**src/rtl/uart_rx_packer.sv**
```systemverilog
`default_nettype none
// ============================================================================
// Module   : uart_rx_packer
// Purpose  : Packs pairs of UART bytes (high byte first) into 16-bit words and
//            queues them in a first-word-fall-through FIFO for the CPU side.
//            Optional feature macro: UART_RX_PACKER_TIMEOUT_EN -- discards a
//            lone high byte when the low byte does not arrive in time.
// Revision : 1.0 - initial release
// ============================================================================
module uart_rx_packer #(
  parameter int unsigned DEPTH_LOG2     = 2,
  parameter logic [15:0] TIMEOUT_CYCLES = 16'd50000
) (
  input  logic                  clk,
  input  logic                  reset,
  input  logic                  i_RxDone,
  input  logic [7:0]            i_RxD,
  input  logic                  i_rd,
  input  logic                  i_clr_ovr,
  output logic [15:0]           o_word,
  output logic                  o_empty,
  output logic                  o_full,
  output logic [DEPTH_LOG2:0]   o_count,
  output logic                  o_overrun,
  output logic                  o_timeout
);

  localparam int unsigned        c_depth      = 1 << DEPTH_LOG2;
  localparam logic [DEPTH_LOG2:0] c_full_count = {1'b1, {DEPTH_LOG2{1'b0}}};

  typedef enum logic [0:0] {
    S_HI = 1'b0,
    S_LO = 1'b1
  } state_t;

  state_t                state_q, state_d;
  logic [7:0]            hi_byte_q, hi_byte_d;
  logic                  rxdone_q;
  // Blocks a byte event on the first cycle after reset when i_RxDone was
  // already high while reset was asserted; once i_RxDone is seen low it stays set.
  logic                  armed_q, armed_d;
  logic [15:0]           mem_q [c_depth];
  logic [15:0]           mem_d [c_depth];
  logic [DEPTH_LOG2-1:0] wptr_q, wptr_d;
  logic [DEPTH_LOG2-1:0] rptr_q, rptr_d;
  logic [DEPTH_LOG2:0]   count_q, count_d;
  logic                  overrun_q, overrun_d;
  logic                  timeout_q, timeout_d;
`ifdef UART_RX_PACKER_TIMEOUT_EN
  logic [15:0]           to_cnt_q, to_cnt_d;
`else
  logic                  unused_timeout_cycles;
  assign unused_timeout_cycles = ^TIMEOUT_CYCLES;
`endif

  logic        w_byte_ev;
  logic        w_word_done;
  logic [15:0] w_word;
  logic        w_full;
  logic        w_pop;
  logic        w_push;
  logic        w_ovr_set;

  // Rising-edge detect on the receiver's done level; held-high cycles are ignored.
  assign w_byte_ev = i_RxDone & ~rxdone_q & armed_q;
  assign w_word    = {hi_byte_q, i_RxD};
  assign w_full    = (count_q == c_full_count);

  assign o_word    = mem_q[rptr_q];
  assign o_empty   = (count_q == '0);
  assign o_full    = w_full;
  assign o_count   = count_q;
  assign o_overrun = overrun_q;
  assign o_timeout = timeout_q;

  // Byte-pairing state machine: next state, held high byte and timeout counter.
  always_comb begin
    state_d     = state_q;
    hi_byte_d   = hi_byte_q;
    timeout_d   = 1'b0;
    w_word_done = 1'b0;
    armed_d     = armed_q | ~i_RxDone;
`ifdef UART_RX_PACKER_TIMEOUT_EN
    to_cnt_d    = to_cnt_q;
`endif
    case (state_q)
      S_HI: begin
        if (w_byte_ev) begin
          hi_byte_d = i_RxD;
          state_d   = S_LO;
`ifdef UART_RX_PACKER_TIMEOUT_EN
          to_cnt_d  = '0;
`endif
        end
      end
      S_LO: begin
        // A byte arriving on the expiry cycle still completes the word.
        if (w_byte_ev) begin
          w_word_done = 1'b1;
          state_d     = S_HI;
        end
`ifdef UART_RX_PACKER_TIMEOUT_EN
        else if (to_cnt_q == TIMEOUT_CYCLES - 16'd1) begin
          state_d   = S_HI;
          hi_byte_d = '0;
          timeout_d = 1'b1;
        end else begin
          to_cnt_d = to_cnt_q + 16'd1;
        end
`endif
      end
      default: state_d = S_HI;
    endcase
  end

  // Word FIFO: push/pop arbitration, pointer wrap, occupancy and overrun flag.
  always_comb begin
    w_pop     = i_rd & (count_q != '0);
    w_push    = w_word_done & (~w_full | w_pop);
    w_ovr_set = w_word_done & w_full & ~w_pop;

    mem_d  = mem_q;
    wptr_d = wptr_q;
    rptr_d = rptr_q;
    if (w_push) begin
      mem_d[wptr_q] = w_word;
      wptr_d        = wptr_q + 1'b1;
    end
    if (w_pop) begin
      rptr_d = rptr_q + 1'b1;
    end

    case ({w_push, w_pop})
      2'b10:   count_d = count_q + 1'b1;
      2'b01:   count_d = count_q - 1'b1;
      default: count_d = count_q;
    endcase

    // A fresh overrun takes priority over a clear in the same cycle.
    overrun_d = w_ovr_set | (overrun_q & ~i_clr_ovr);
  end

  // State register for the pairing FSM, edge detector and FIFO.
  always_ff @(posedge clk) begin
    if (reset) begin
      state_q   <= S_HI;
      hi_byte_q <= '0;
      rxdone_q  <= 1'b0;
      armed_q   <= ~i_RxDone;
      wptr_q    <= '0;
      rptr_q    <= '0;
      count_q   <= '0;
      overrun_q <= 1'b0;
      timeout_q <= 1'b0;
      for (int i = 0; i < c_depth; i++) begin
        mem_q[i] <= '0;
      end
`ifdef UART_RX_PACKER_TIMEOUT_EN
      to_cnt_q  <= '0;
`endif
    end else begin
      state_q   <= state_d;
      hi_byte_q <= hi_byte_d;
      rxdone_q  <= i_RxDone;
      armed_q   <= armed_d;
      wptr_q    <= wptr_d;
      rptr_q    <= rptr_d;
      count_q   <= count_d;
      overrun_q <= overrun_d;
      timeout_q <= timeout_d;
      mem_q     <= mem_d;
`ifdef UART_RX_PACKER_TIMEOUT_EN
      to_cnt_q  <= to_cnt_d;
`endif
    end
  end

endmodule
`default_nettype wire

```
**config.mk**
```make
export PLATFORM = sky130hd
export DESIGN_NAME = uart_rx_packer
export DESIGN_NICKNAME = d
export VERILOG_FILES = /design/src/rtl/uart_rx_packer.sv
export SDC_FILE = /design/constraint.sdc
export NUM_CORES = 1
export LEC_CHECK = 0
export ABC_AREA = 0
export CAP_MARGIN = 10
export CELL_PAD_IN_SITES_DETAIL_PLACEMENT = 0
export CELL_PAD_IN_SITES_GLOBAL_PLACEMENT = 1
export CORE_UTILIZATION = 46
export CTS_BUF_LIST = sky130_fd_sc_hd__clkbuf_2 sky130_fd_sc_hd__clkbuf_4 sky130_fd_sc_hd__clkbuf_8
export DETAILED_ROUTE_END_ITERATION = 8
export PLACE_DENSITY = 0.9
export REMOVE_ABC_BUFFERS = 1
export SYNTH_ARGS = -nofsm -noshare
export SYNTH_HDL_FRONTEND = slang
export SYNTH_SLANG_ARGS = --single-unit
```
**constraint.sdc**
```tcl
create_clock -name clk -period 3.3 [get_ports clk]
set_input_delay 0.495 -clock clk [delete_from_list [all_inputs] [get_ports clk]]
set_output_delay 0.495 -clock clk [all_outputs]
set_load 0.03 [all_outputs]
```
* Word-level counts from Yosys, hierarchy flattened
Cells that the tools add are included.
Operators by class: muxes and demuxes 12, multipliers 0, divide/modulo/power cells 0, shifts and indexed selects 0, equality and inequality tests 3, add/subtract/negate cells 4, magnitude comparators 3, bitwise gates (word level) 18, reduce and logical (&&, ||, !) cells 5
Operators by type and width (count):
- 64-bit bitwise mux | 1
- 16-bit two-way mux | 3
- 16-bit binary-select mux with 2-bit select | 1
- 16-bit demux with 2-bit select | 1
- 1-bit AND | 7
- 3-bit >= comparator (second input constant) | 2
- 1-bit NOT | 6
- 2-bit NOT with 3-bit output | 2
- 3-bit one-hot mux with 2 select lines | 1
- 2-bit by 1-bit adder with 2-bit output (second input constant) | 2
- 1-bit two-way mux | 4
- 3-bit by 1-bit adder with 3-bit output (second input constant) | 1
- 3-bit equality test (second input constant) | 1
- 3-bit zero test | 1
- 3-bit by 1-bit less-than comparator with 1-bit output (second input constant) | 1
- 1-bit bitwise OR | 3
- 3-bit nonzero test | 1
- 3-bit by 1-bit subtractor with 3-bit output (second input constant) | 1
- 2-bit by 1-bit equality test with 1-bit output (second input constant) | 1
- 2-bit equality test (second input constant) | 1
- 1-bit one-hot mux with 2 select lines | 1
- 2-bit AND reduction | 1
- 2-bit nonzero test | 1
- 1-bit logical AND | 1
Word-level totals: memories 0, bits in writable memories 0, bits in read-only memories 0, input port bits 13, latch bits 0, flip-flop bits (word level) 83, output and inout bits 23, word-level logic and storage cells 57

* Logic depth before layout (Yosys ltp)
Gate-level depths: netlist of the first run.
depth after elaboration 8, mapped depth 12, gate-level depth less buffers 11

* Worst setup path before layout of the first run
OpenSTA, ideal clock, no wires.
path type reg-to-reg, start register count_q[2] (netlist: o_count[2]), end register count_q[2] (netlist: o_count[2]), setup time 0.070 ns, arrival time 2.530 ns, cell stages (with the launch flop) 11, slack 0.700 ns, required time 3.230 ns, buffers on the path 1, path through dfxtp_1 or4b_1 buf_6 and2_1 inv_1 ha_1 inv_1 fa_1 xor2_1 or3_1 a21oi_1
On the way: longest elaborated chain between the ends 6, elaborated cells on any way between the ends 12, those cells by class 2 x add/sub; 3 x eq/ne; 1 x mux; 4 x bitwise; 2 x reduce/logical
RTL lines:
- from (decl) | RTL line 46 | logic [DEPTH_LOG2:0] count_q, count_d;
- from (signal assigned) | RTL line 168 | count_q <= count_d;
- 3-bit nonzero test or 3-bit equality test (tied branches) | RTL line 118, 67
- 1-bit AND or 1-bit NOT (tied branches) | RTL line 118, 119
- 1-bit bitwise OR | RTL line 119 | w_push = w_word_done & (~w_full | w_pop);
- 1-bit AND | RTL line 119
- 2-bit by 1-bit equality test with 1-bit output or 2-bit equality test (tied branches) | RTL line 133 | case ({w_push, w_pop})
- 3-bit one-hot mux with 2 select lines or 2-bit nonzero test (tied branches)
Parallel ways exist; a longest one is shown, timed or not. A chain may end at the register's enable or synchronous reset.

* Worst setup path in the final report of the first run
start register rptr_q[0], end output port o_word[7]
On the way: longest elaborated chain between the ends 4
RTL lines:
- from (decl) | RTL line 45 | logic [DEPTH_LOG2-1:0] rptr_q, rptr_d;
- from (signal assigned) | RTL line 167 | rptr_q <= rptr_d;
- 2-bit NOT with 3-bit output (not written as such) | RTL line 69 | assign o_word = mem_q[rptr_q];
- 16-bit binary-select mux with 2-bit select | RTL line 69
- 16-bit two-way mux (not written as such) (2 in series) | RTL line 69
- to (decl) | RTL line 20 | output logic [15:0] o_word,
Every way passes these cells. The select of a mux whose other input is x is not followed.

==> results_dict.tcl, run 1 <==
set metrics [dict create \
    hold_violations 0 \
    regToRegSetupSlack_ns 0.89 \
    instances_no_fill 476 \
    drive_above_1_share_pct 11.8 \
    hp-class "reg -> reg" \
    synth-edff-count 0 \
    die-area_um2 8640 \
    h-tree-depth 3 \
    cp_slowest_cell "clkdlybuf4s50_1" \
    n_antenna_cell 0 \
    critPathLaunchType "register" \
    ys_ff_latch 83 \
    cts_tree "built" \
    p_int_uw 1440 \
    cp.arrival_ns 2.30 \
    cp_slowest_stage_delay_ns 0.61 \
    holdWs_ns 0.473 \
    dp_cells 460 \
    finalClockSkew_ns 0.00641 \
    relSlewSlack_pct 47.0 \
    cts-root-buf "clkbuf_8" \
    end_kind "output port" \
    die_x_um 92.9 \
    ys_seq_area_share_pct 43.7 \
    utilization_pct 55.8 \
    cp_num_buf_inv 2 \
    numCtsBuffers 9 \
    p_clk_share_pct 35.8 \
    drv_cap 0 \
    dp.final_hpwl_mm 4.62 \
    grt_pass1_wl_mm 11.9 \
    antenna_found_initial 0 \
    crit_family "buffers and inverters" \
    final_antenna_net_count 0 \
    synth.most_common_cell "dfxtp_1" \
    clk_pin_slew_ns 0.07 \
    p_sw_uw 444 \
    die_height_um 92.9 \
    cts_sinks 83 \
    period_needed_ns 2.80 \
    cts_max_path_buffers 2 \
    grt_pass1_vias 2470 \
    start_util_pct 48.5 \
    worstMarginPinSlew_ns 0.795 \
    synth_area_per_cell_um2 11.2 \
    gp_congestion 0.718 \
    seq_power_share_pct 54.6 \
    io_pins 36 \
    slew_viol_final 0 \
    via_per_inst 5.08 \
    synthFlopType "dfxtp_1" \
    setup_tns_ns 0 \
    switching_share_pct 23.5 \
    cts_resized 0 \
    io_buffers 34 \
    worst_slack_ns 0.502 \
    drc 0 \
    num_rows 32 \
    leakage_uw 0.00182 \
    grt_max_degree 59 \
    netlist_area_um2 3800 \
    dp_slack_ns 0.371 \
    yosysTopAreaCellShare_pct 43.7 \
    clkLatencyLatePin_ns 0.34 \
    syn_inst 341 \
    crit_type "reg -> out" \
    ys.warnings.count 0 \
    num-nets-final 390 \
    max_freq_ghz 0.357 \
    synth_cell_type_count 30 \
    fin_crit_sh_pct 84.8 \
    dr.pass1.iters 4 \
    areaGrowthSynthToFinish_pct 15.1 \
    async_reset_ff_share_pct 0 \
    crit_chain "buf_12 > mux4_2 > clkdlybuf4s50_1" \
    wl_per_cell_um 14.6 \
    track_usage_pct 17.8 \
    crit_required_ns 2.80 \
    p_comb_share_pct 9.6 \
    ys_top_cells_by_area "dfxtp_1, mux2i_1, nand2b_1, mux4_2, ha_1" \
    path_max_fanout 13 \
    peakVddDrop_uv 276 \
    status "completed" \
    drtIter0Drc 75 \
    ctsHoldBuffers 0 \
    overflow 0 \
    synth.largest_area_cell "dfxtp_1" \
    core-area_um2 7850 \
    synth_common_cells "dfxtp_1, nand2b_1, mux2i_1" \
    setup_violations 0 \
    rsz0062_at_grt "no" \
    num_vias 2416 \
    powerDensity_nw_per_um2 431 \
    wl_mm 6.94 \
    post_cts_buffers 0 \
]
path summary, 6_finish.rpt:
kind | cells past startpoint | to | start
max | 3 | o_word[7] | rptr_q[0]
min | 2 | mem_q[25] | mem_q[25]
max reg2reg | 9 | o_count[2] | o_count[0]
min reg2reg | 2 | mem_q[25] | mem_q[25]
cells by family after synthesis:
group / synth area share, %
other: 0.0986
DFF: 43.7
muxes: 28.4
adders and majority gates: 2.83
AOI/OAI and AO/OA: 1.55
xor gates and xnor gates: 0.691
buffers and inverters: 4.70
and+or+nand+nor: 18.1
cells in the final DEF (no fill, tap or decap), drive strengths merged:
cell,Yosys,routed
dfxtp,83,83
nand2b,81,81
mux2i,72,72
clkdlybuf4s50,0,33
mux4,16,16
nor2,15,15
clkbuf,15,14
inv,11,11
buf,9,8
ha,7,7
nand3,5,5
o21ai,4,4
xor2,3,3
a21oi,3,3
and3,3,3
o31ai,2,2
or3,2,2
clkinv,0,2
nor3,1,1
nor3b,1,1
or4b,1,1
and2,1,1
nor2b,1,1
nand4b,1,1
nand2,1,1
a2bb2oi,1,1
fa,1,1
conb,1,1
per-layer routing:
layer	vias to the layer above	wire length (um)	track usage [%]
li1	1212	-	-
met1	1164	3330	23.6
met2	31	3320	28.9
met3	9	169	2.30
met4	0	115	8.08
met5	-	0	0
registers in the layout (all words and copies together), names as in the netlist:
signal	count
armed_q	1
o_count	3
mem_q	64
o_overrun	1
hi_byte_q	8
rxdone_q	1
rptr_q	2
wptr_q	2
state_q	1
power groups by stage:
stage	Sequential, uW	Clock, uW	Combinational, uW
after floorplan	1060	0	100
after global placement	1060	0	181
after detailed placement	1060	0	182
after CTS	1030	697	183
after global routing	1030	738	199
final	1030	676	181
through the flow:
stage	area (um2)	total power [uW]
after detailed placement	4200	1240
after floorplan	3670	1160
after CTS	4380	1910
final	4380	1890
after global placement	4200	1240
after global routing	4380	1970
tightest hold or removal path: cells and delay by family (launching register included):
family / cells / cell delay, ns
AND/OR/NAND/NOR: 1 / 0.06
multiplexers: 1 / 0.06
flip-flops: 1 / 0.31
final cells by class:
type                       instances  area [um2]
fill                             697        3470
clock inverter                     2        10.0
sequential                        83        1660
timing repair buffer              41         400
tap                              102         128
multi-input combinational        223        1960
inverter                          11        41.3
clock buffer                      14         174
Note: power is estimated with default switching activity, not from simulation.
==> run 2, diff against run 1 <==
--- a/config.mk
+++ b/config.mk
@@ -9,10 +9,10 @@
 export CAP_MARGIN = 10
 export CELL_PAD_IN_SITES_DETAIL_PLACEMENT = 0
 export CELL_PAD_IN_SITES_GLOBAL_PLACEMENT = 1
-export CORE_UTILIZATION = 46
+export CORE_UTILIZATION = 43
 export CTS_BUF_LIST = sky130_fd_sc_hd__clkbuf_2 sky130_fd_sc_hd__clkbuf_4 sky130_fd_sc_hd__clkbuf_8
 export DETAILED_ROUTE_END_ITERATION = 8
-export PLACE_DENSITY = 0.9
+export PLACE_DENSITY = 0.88
 export REMOVE_ABC_BUFFERS = 1
 export SYNTH_ARGS = -nofsm -noshare
 export SYNTH_HDL_FRONTEND = slang
==> constraint.sdc (replaced) <==
create_clock -name clk -period 2.4 [get_ports clk]
set_input_delay 0.36 -clock clk [delete_from_list [all_inputs] [get_ports clk]]
set_output_delay 0.36 -clock clk [all_outputs]
set_load 0.03 [all_outputs]
==> run 2 against run 1 <==
Effect of this change: combinational power rose by 55%; largest cell class unchanged; sequential share of layout area down 1.1 points; cell area is 2.9% higher; worst setup slack lost 0.35 ns.
==> results_dict.tcl, run 2 (synthesis results as in run 1) <==
set metrics [dict create \
    cts_max_path_buffers 2 \
    status "completed" \
    numCtsBuffers 9 \
    die_x_um 96.1 \
    die_height_um 96.1 \
    fin_crit_sh_pct 93.7 \
    max_freq_ghz 0.445 \
    io_buffers 34 \
    slew_viol_final 0 \
    cts_tree "built" \
    worst_slack_ns 0.151 \
    path_max_fanout 2 \
    end_kind "register" \
    cp_num_buf_inv 2 \
    cts_sinks 83 \
    drive_above_1_share_pct 18.8 \
    overflow 0 \
    utilization_pct 53.8 \
    die-area_um2 9230 \
    drc 0 \
    period_needed_ns 2.25 \
    cp_slowest_cell "or4b_4" \
    io_pins 36 \
    num_vias 2480 \
    wl_mm 7.39 \
    ctsHoldBuffers 0 \
    hp-class "in -> reg" \
    final_common_cell "dfxtp_1" \
    clkLatencyLatePin_ns 0.35 \
    crit_required_ns 2.68 \
    track_usage_pct 18.6 \
    critPathLaunchType "register" \
    crit_chain "or4b_4 > and2_4 > inv_1 > ha_2 > inv_1 > fa_2 > xor2_1 > or3_1 > a21oi_1" \
    crit_family "simple AND/OR/NAND/NOR gates" \
    setup_violations 0 \
    num_rows 33 \
    finalClockSkew_ns 0.00890 \
    h-tree-depth 3 \
    crit_type "reg -> reg" \
    clk_pin_slew_ns 0.08 \
    num-nets-final 405 \
    fill_cells 761 \
    core-area_um2 8380 \
    rsz0062_at_grt "no" \
    grt_pass1_vias 2578 \
    wl_per_cell_um 14.9 \
    dr.pass1.iters 4 \
    leakage_uw 0.00196 \
    peakVddDrop_uv 360 \
    gp_congestion 0.751 \
    drtIter0Drc 79 \
    layout_common_cells "dfxtp_1, nand2b_1, mux2i_1" \
    largest_register_ffs 64 \
    cts-root-buf "clkbuf_8" \
    largest-register "mem_q" \
    grt_max_degree 60 \
    areaGrowthSynthToFinish_pct 18.4 \
    dp.final_hpwl_mm 4.91 \
    cp_slowest_stage_delay_ns 0.53 \
    drv_cap 0 \
    crit_path_frequent_cell "inv_1" \
    cp.arrival_ns 2.53 \
    hold_violations 0 \
    powerDensity_nw_per_um2 576 \
    start_util_pct 45.4 \
    n_antenna_cell 0 \
    antenna_found_initial 0 \
    grt_pass1_wl_mm 12.7 \
    setup_tns_ns 0 \
    final_antenna_net_count 0 \
    via_per_inst 5.02 \
    dp_slack_ns -0.376 \
]
run 2: worst register-to-register path: cells and delay by family, from the launching register on:
family / cells / cell delay [ns]
AND/OR/NAND/NOR: 3 / 1.01
XOR/XNOR: 1 / 0.15
buffers and inverters: 2 / 0.10
adder cells (fa/ha/maj): 2 / 0.50
AO/OA/AOI/OAI: 1 / 0.12
flip-flops: 1 / 0.32
run 2: where the power goes:
group	leakage (uW)	internal (uW)	switching [uW]
clock network	0.0000900	383	522
registers	0.000670	1400	11.4
logic	0.00120	137	143
total	0.00196	1920	677
run 2: layout make-up:
class	count	area, um2	share of cell area [%]
Clock inverter	7	52.6	1.17
Sequential cell	83	1660	36.9
Timing Repair Buffer	56	520	11.5
Inverter	11	41.3	0.916
Tap cell	105	131	2.92
Multi-Input combinational cell	223	1980	43.8
Clock buffer	9	124	2.75
run 2: path summary, 6_finish.rpt:
check	from	to	slack (ns)	cells after the start
max	o_count[0]	o_count[2]	0.15	9
min	reset	state_q	0.42	2
max reg2reg	o_count[0]	o_count[2]	0.15	9
min reg2reg	mem_q[2]	mem_q[2]	0.47	2
run 2: routing by layer:
| metal | share of wire, % | vias up | track usage [%] |
|---|---|---|---|
| met5 | 0 | - | 0 |
| met4 | 1.2 | 0 | 7.21 |
| met3 | 3.5 | 10 | 4.90 |
| met2 | 49 | 36 | 30.5 |
| met1 | 47 | 1178 | 23.4 |
| li1 | - | 1256 | - |
run 2: through the flow:
stage	hold WS (ns)	cell area, um2	power (uW)	instances
2_1_floorplan	0.427	3670	1600	317
3_3_place_gp	0.456	4320	1720	477
3_5_place_dp	0.462	4320	1720	477
4_1_cts	0.407	4500	2630	493
5_1_grt	0.434	4510	2730	494
6_report	0.417	4510	2590	494
run 2: what timing repair did:
action | CTS | global route
gates cloned | 0 | 0
endpoints found under the setup margin | 7 | 1
setup buffers | 0 | 1
pin swaps | 1 | 2
gates resized for setup | 10 | 1
==> run 3, diff against run 2 <==
--- a/config.mk
+++ b/config.mk
@@ -12,7 +12,7 @@
 export CORE_UTILIZATION = 43
 export CTS_BUF_LIST = sky130_fd_sc_hd__clkbuf_2 sky130_fd_sc_hd__clkbuf_4 sky130_fd_sc_hd__clkbuf_8
 export DETAILED_ROUTE_END_ITERATION = 8
-export PLACE_DENSITY = 0.88
+export PLACE_DENSITY = 0.84
 export REMOVE_ABC_BUFFERS = 1
 export SYNTH_ARGS = -nofsm -noshare
 export SYNTH_HDL_FRONTEND = slang
==> run 3 against run 2 <==
Effect of this change: die area stayed put; critical path depth stayed put; critical endpoint unchanged; routed wire length is 3.1% lower; non-clock buffer count is 5 lower; sequential share of layout area hardly changed; largest power group unchanged; highest routed layer unchanged; cell area hardly changed; count of clock-buffer cells in the layout is 2 higher; clock power is 15% higher; via count is 1.3% lower; utilization hardly changed.
==> results_dict.tcl, run 3 (synthesis results as in run 1) <==
set metrics [dict create \
    die_height_um 96.1 \
    dp.final_hpwl_mm 4.47 \
    die_x_um 96.1 \
    leakage_uw 0.00196 \
    antenna_found_initial 0 \
    overflow 0 \
    crit_family "simple AND/OR/NAND/NOR gates" \
    slew_viol_final 0 \
    crit_required_ns 2.68 \
    peakVddDrop_uv 288 \
    num-nets-final 400 \
    wl_per_cell_um 14.6 \
    gp_congestion 0.716 \
    hp-class "reg -> reg" \
    powerDensity_nw_per_um2 605 \
    max_freq_ghz 0.442 \
    num_vias 2448 \
    wl_mm 7.16 \
    cp.arrival_ns 2.54 \
    period_needed_ns 2.26 \
    cts_tree "built" \
    utilization_pct 53.7 \
    grt_pass1_wl_mm 11.9 \
    areaGrowthSynthToFinish_pct 18.3 \
    io_pins 36 \
    via_per_inst 5.01 \
    io_buffers 34 \
    largest-register "mem_q" \
    fin_crit_sh_pct 94.3 \
    die-area_um2 9230 \
    cts_sinks 83 \
    rsz0062_at_grt "no" \
    end_kind "register" \
    ctsHoldBuffers 0 \
    core-area_um2 8380 \
    cp_slowest_stage_delay_ns 0.51 \
    crit_type "reg -> reg" \
    fin_area_um2 4500 \
    grt_pass1_vias 2458 \
    finalClockSkew_ns 0.0128 \
    drive_above_1_share_pct 15.9 \
    cp_num_buf_inv 2 \
    num_rows 33 \
    cp_slowest_cell "or4b_4" \
    final_common_cell "dfxtp_1" \
    drc 0 \
    placed_cell_area_um2 4300 \
    critPathLaunchType "register" \
    status "completed" \
    h-tree-depth 3 \
    clkLatencyLatePin_ns 0.35 \
    dp_cells 473 \
    setup_violations 0 \
    holdWs_ns 0.475 \
    largest_register_ffs 64 \
    start_util_pct 45.4 \
    cts_max_path_buffers 2 \
    dr.pass1.iters 4 \
    cts_resized 18 \
    hold_violations 0 \
    drv_cap 0 \
    setup_tns_ns 0 \
    n_antenna_cell 0 \
    track_usage_pct 17.2 \
    drtIter0Drc 125 \
    final_antenna_net_count 0 \
    crit_path_frequent_cell "inv_1" \
    path_max_fanout 2 \
    cts-root-buf "clkbuf_8" \
    crit_chain "or4b_4 > and2_4 > inv_1 > ha_2 > inv_1 > fa_2 > xor2_1 > or3_1 > a21oi_1" \
    layout_common_cells "dfxtp_1, nand2b_1, mux2i_1" \
    grt_max_degree 102 \
    fill_cells 771 \
    instances_no_fill 489 \
    clk_pin_slew_ns 0.08 \
    numCtsBuffers 9 \
    post_cts_buffers 0 \
]
[run 3: area by class of cell]
class / instances / area (um2) / area share [%]
multi-input combinational: 223 / 1980 / 43.9
sequential: 83 / 1660 / 36.9
timing repair buffer: 51 / 488 / 10.8
clock buffer: 11 / 145 / 3.22
tap: 105 / 131 / 2.92
clock inverter: 5 / 60.1 / 1.33
inverter: 11 / 41.3 / 0.917
[run 3: metal layers]
layer  wire length (um)  vias to the layer above  GRT usage [%]
met1               3470                     1168           22.7
met4                111                        0           6.34
li1                   -                     1233              -
met3                219                       11           2.92
met2               3360                       36           28.2
met5                  0                        -              0
[run 3: worst register-to-register path: stages (launching register included)]
cell and delay, ns:
dfxtp_1 0.32, or4b_4 0.51, and2_4 0.18, inv_1 0.05
ha_2 0.16, inv_1 0.05, fa_2 0.33, xor2_1 0.16
or3_1 0.31, a21oi_1 0.12
[run 3: path summary, 6_finish.rpt]
path | slack, ns | depth (start not counted) | start | endpoint
setup / recovery | 0.14 | 9 | o_count[1] | o_count[2]
setup reg to reg | 0.14 | 9 | o_count[1] | o_count[2]
hold reg to reg | 0.48 | 2 | mem_q[18] | mem_q[18]
hold / removal | 0.48 | 2 | mem_q[18] | mem_q[18]
[run 3: per-stage QoR]
| stage | power [uW] | setup slack, ns |
|---|---|---|
| floorplan | 1600 | -0.276 |
| global placement | 1720 | -0.321 |
| detailed placement | 1720 | -0.384 |
| CTS | 2760 | 0.112 |
| global route | 2840 | 0.0142 |
| finish | 2720 | 0.138 |
[run 3: where the power goes]
part           leakage (uW)  switching, uW  internal, uW
logic               0.00119            140           135
clock network      0.000104            512           527
registers          0.000670           13.2          1400
total               0.00196            665          2060
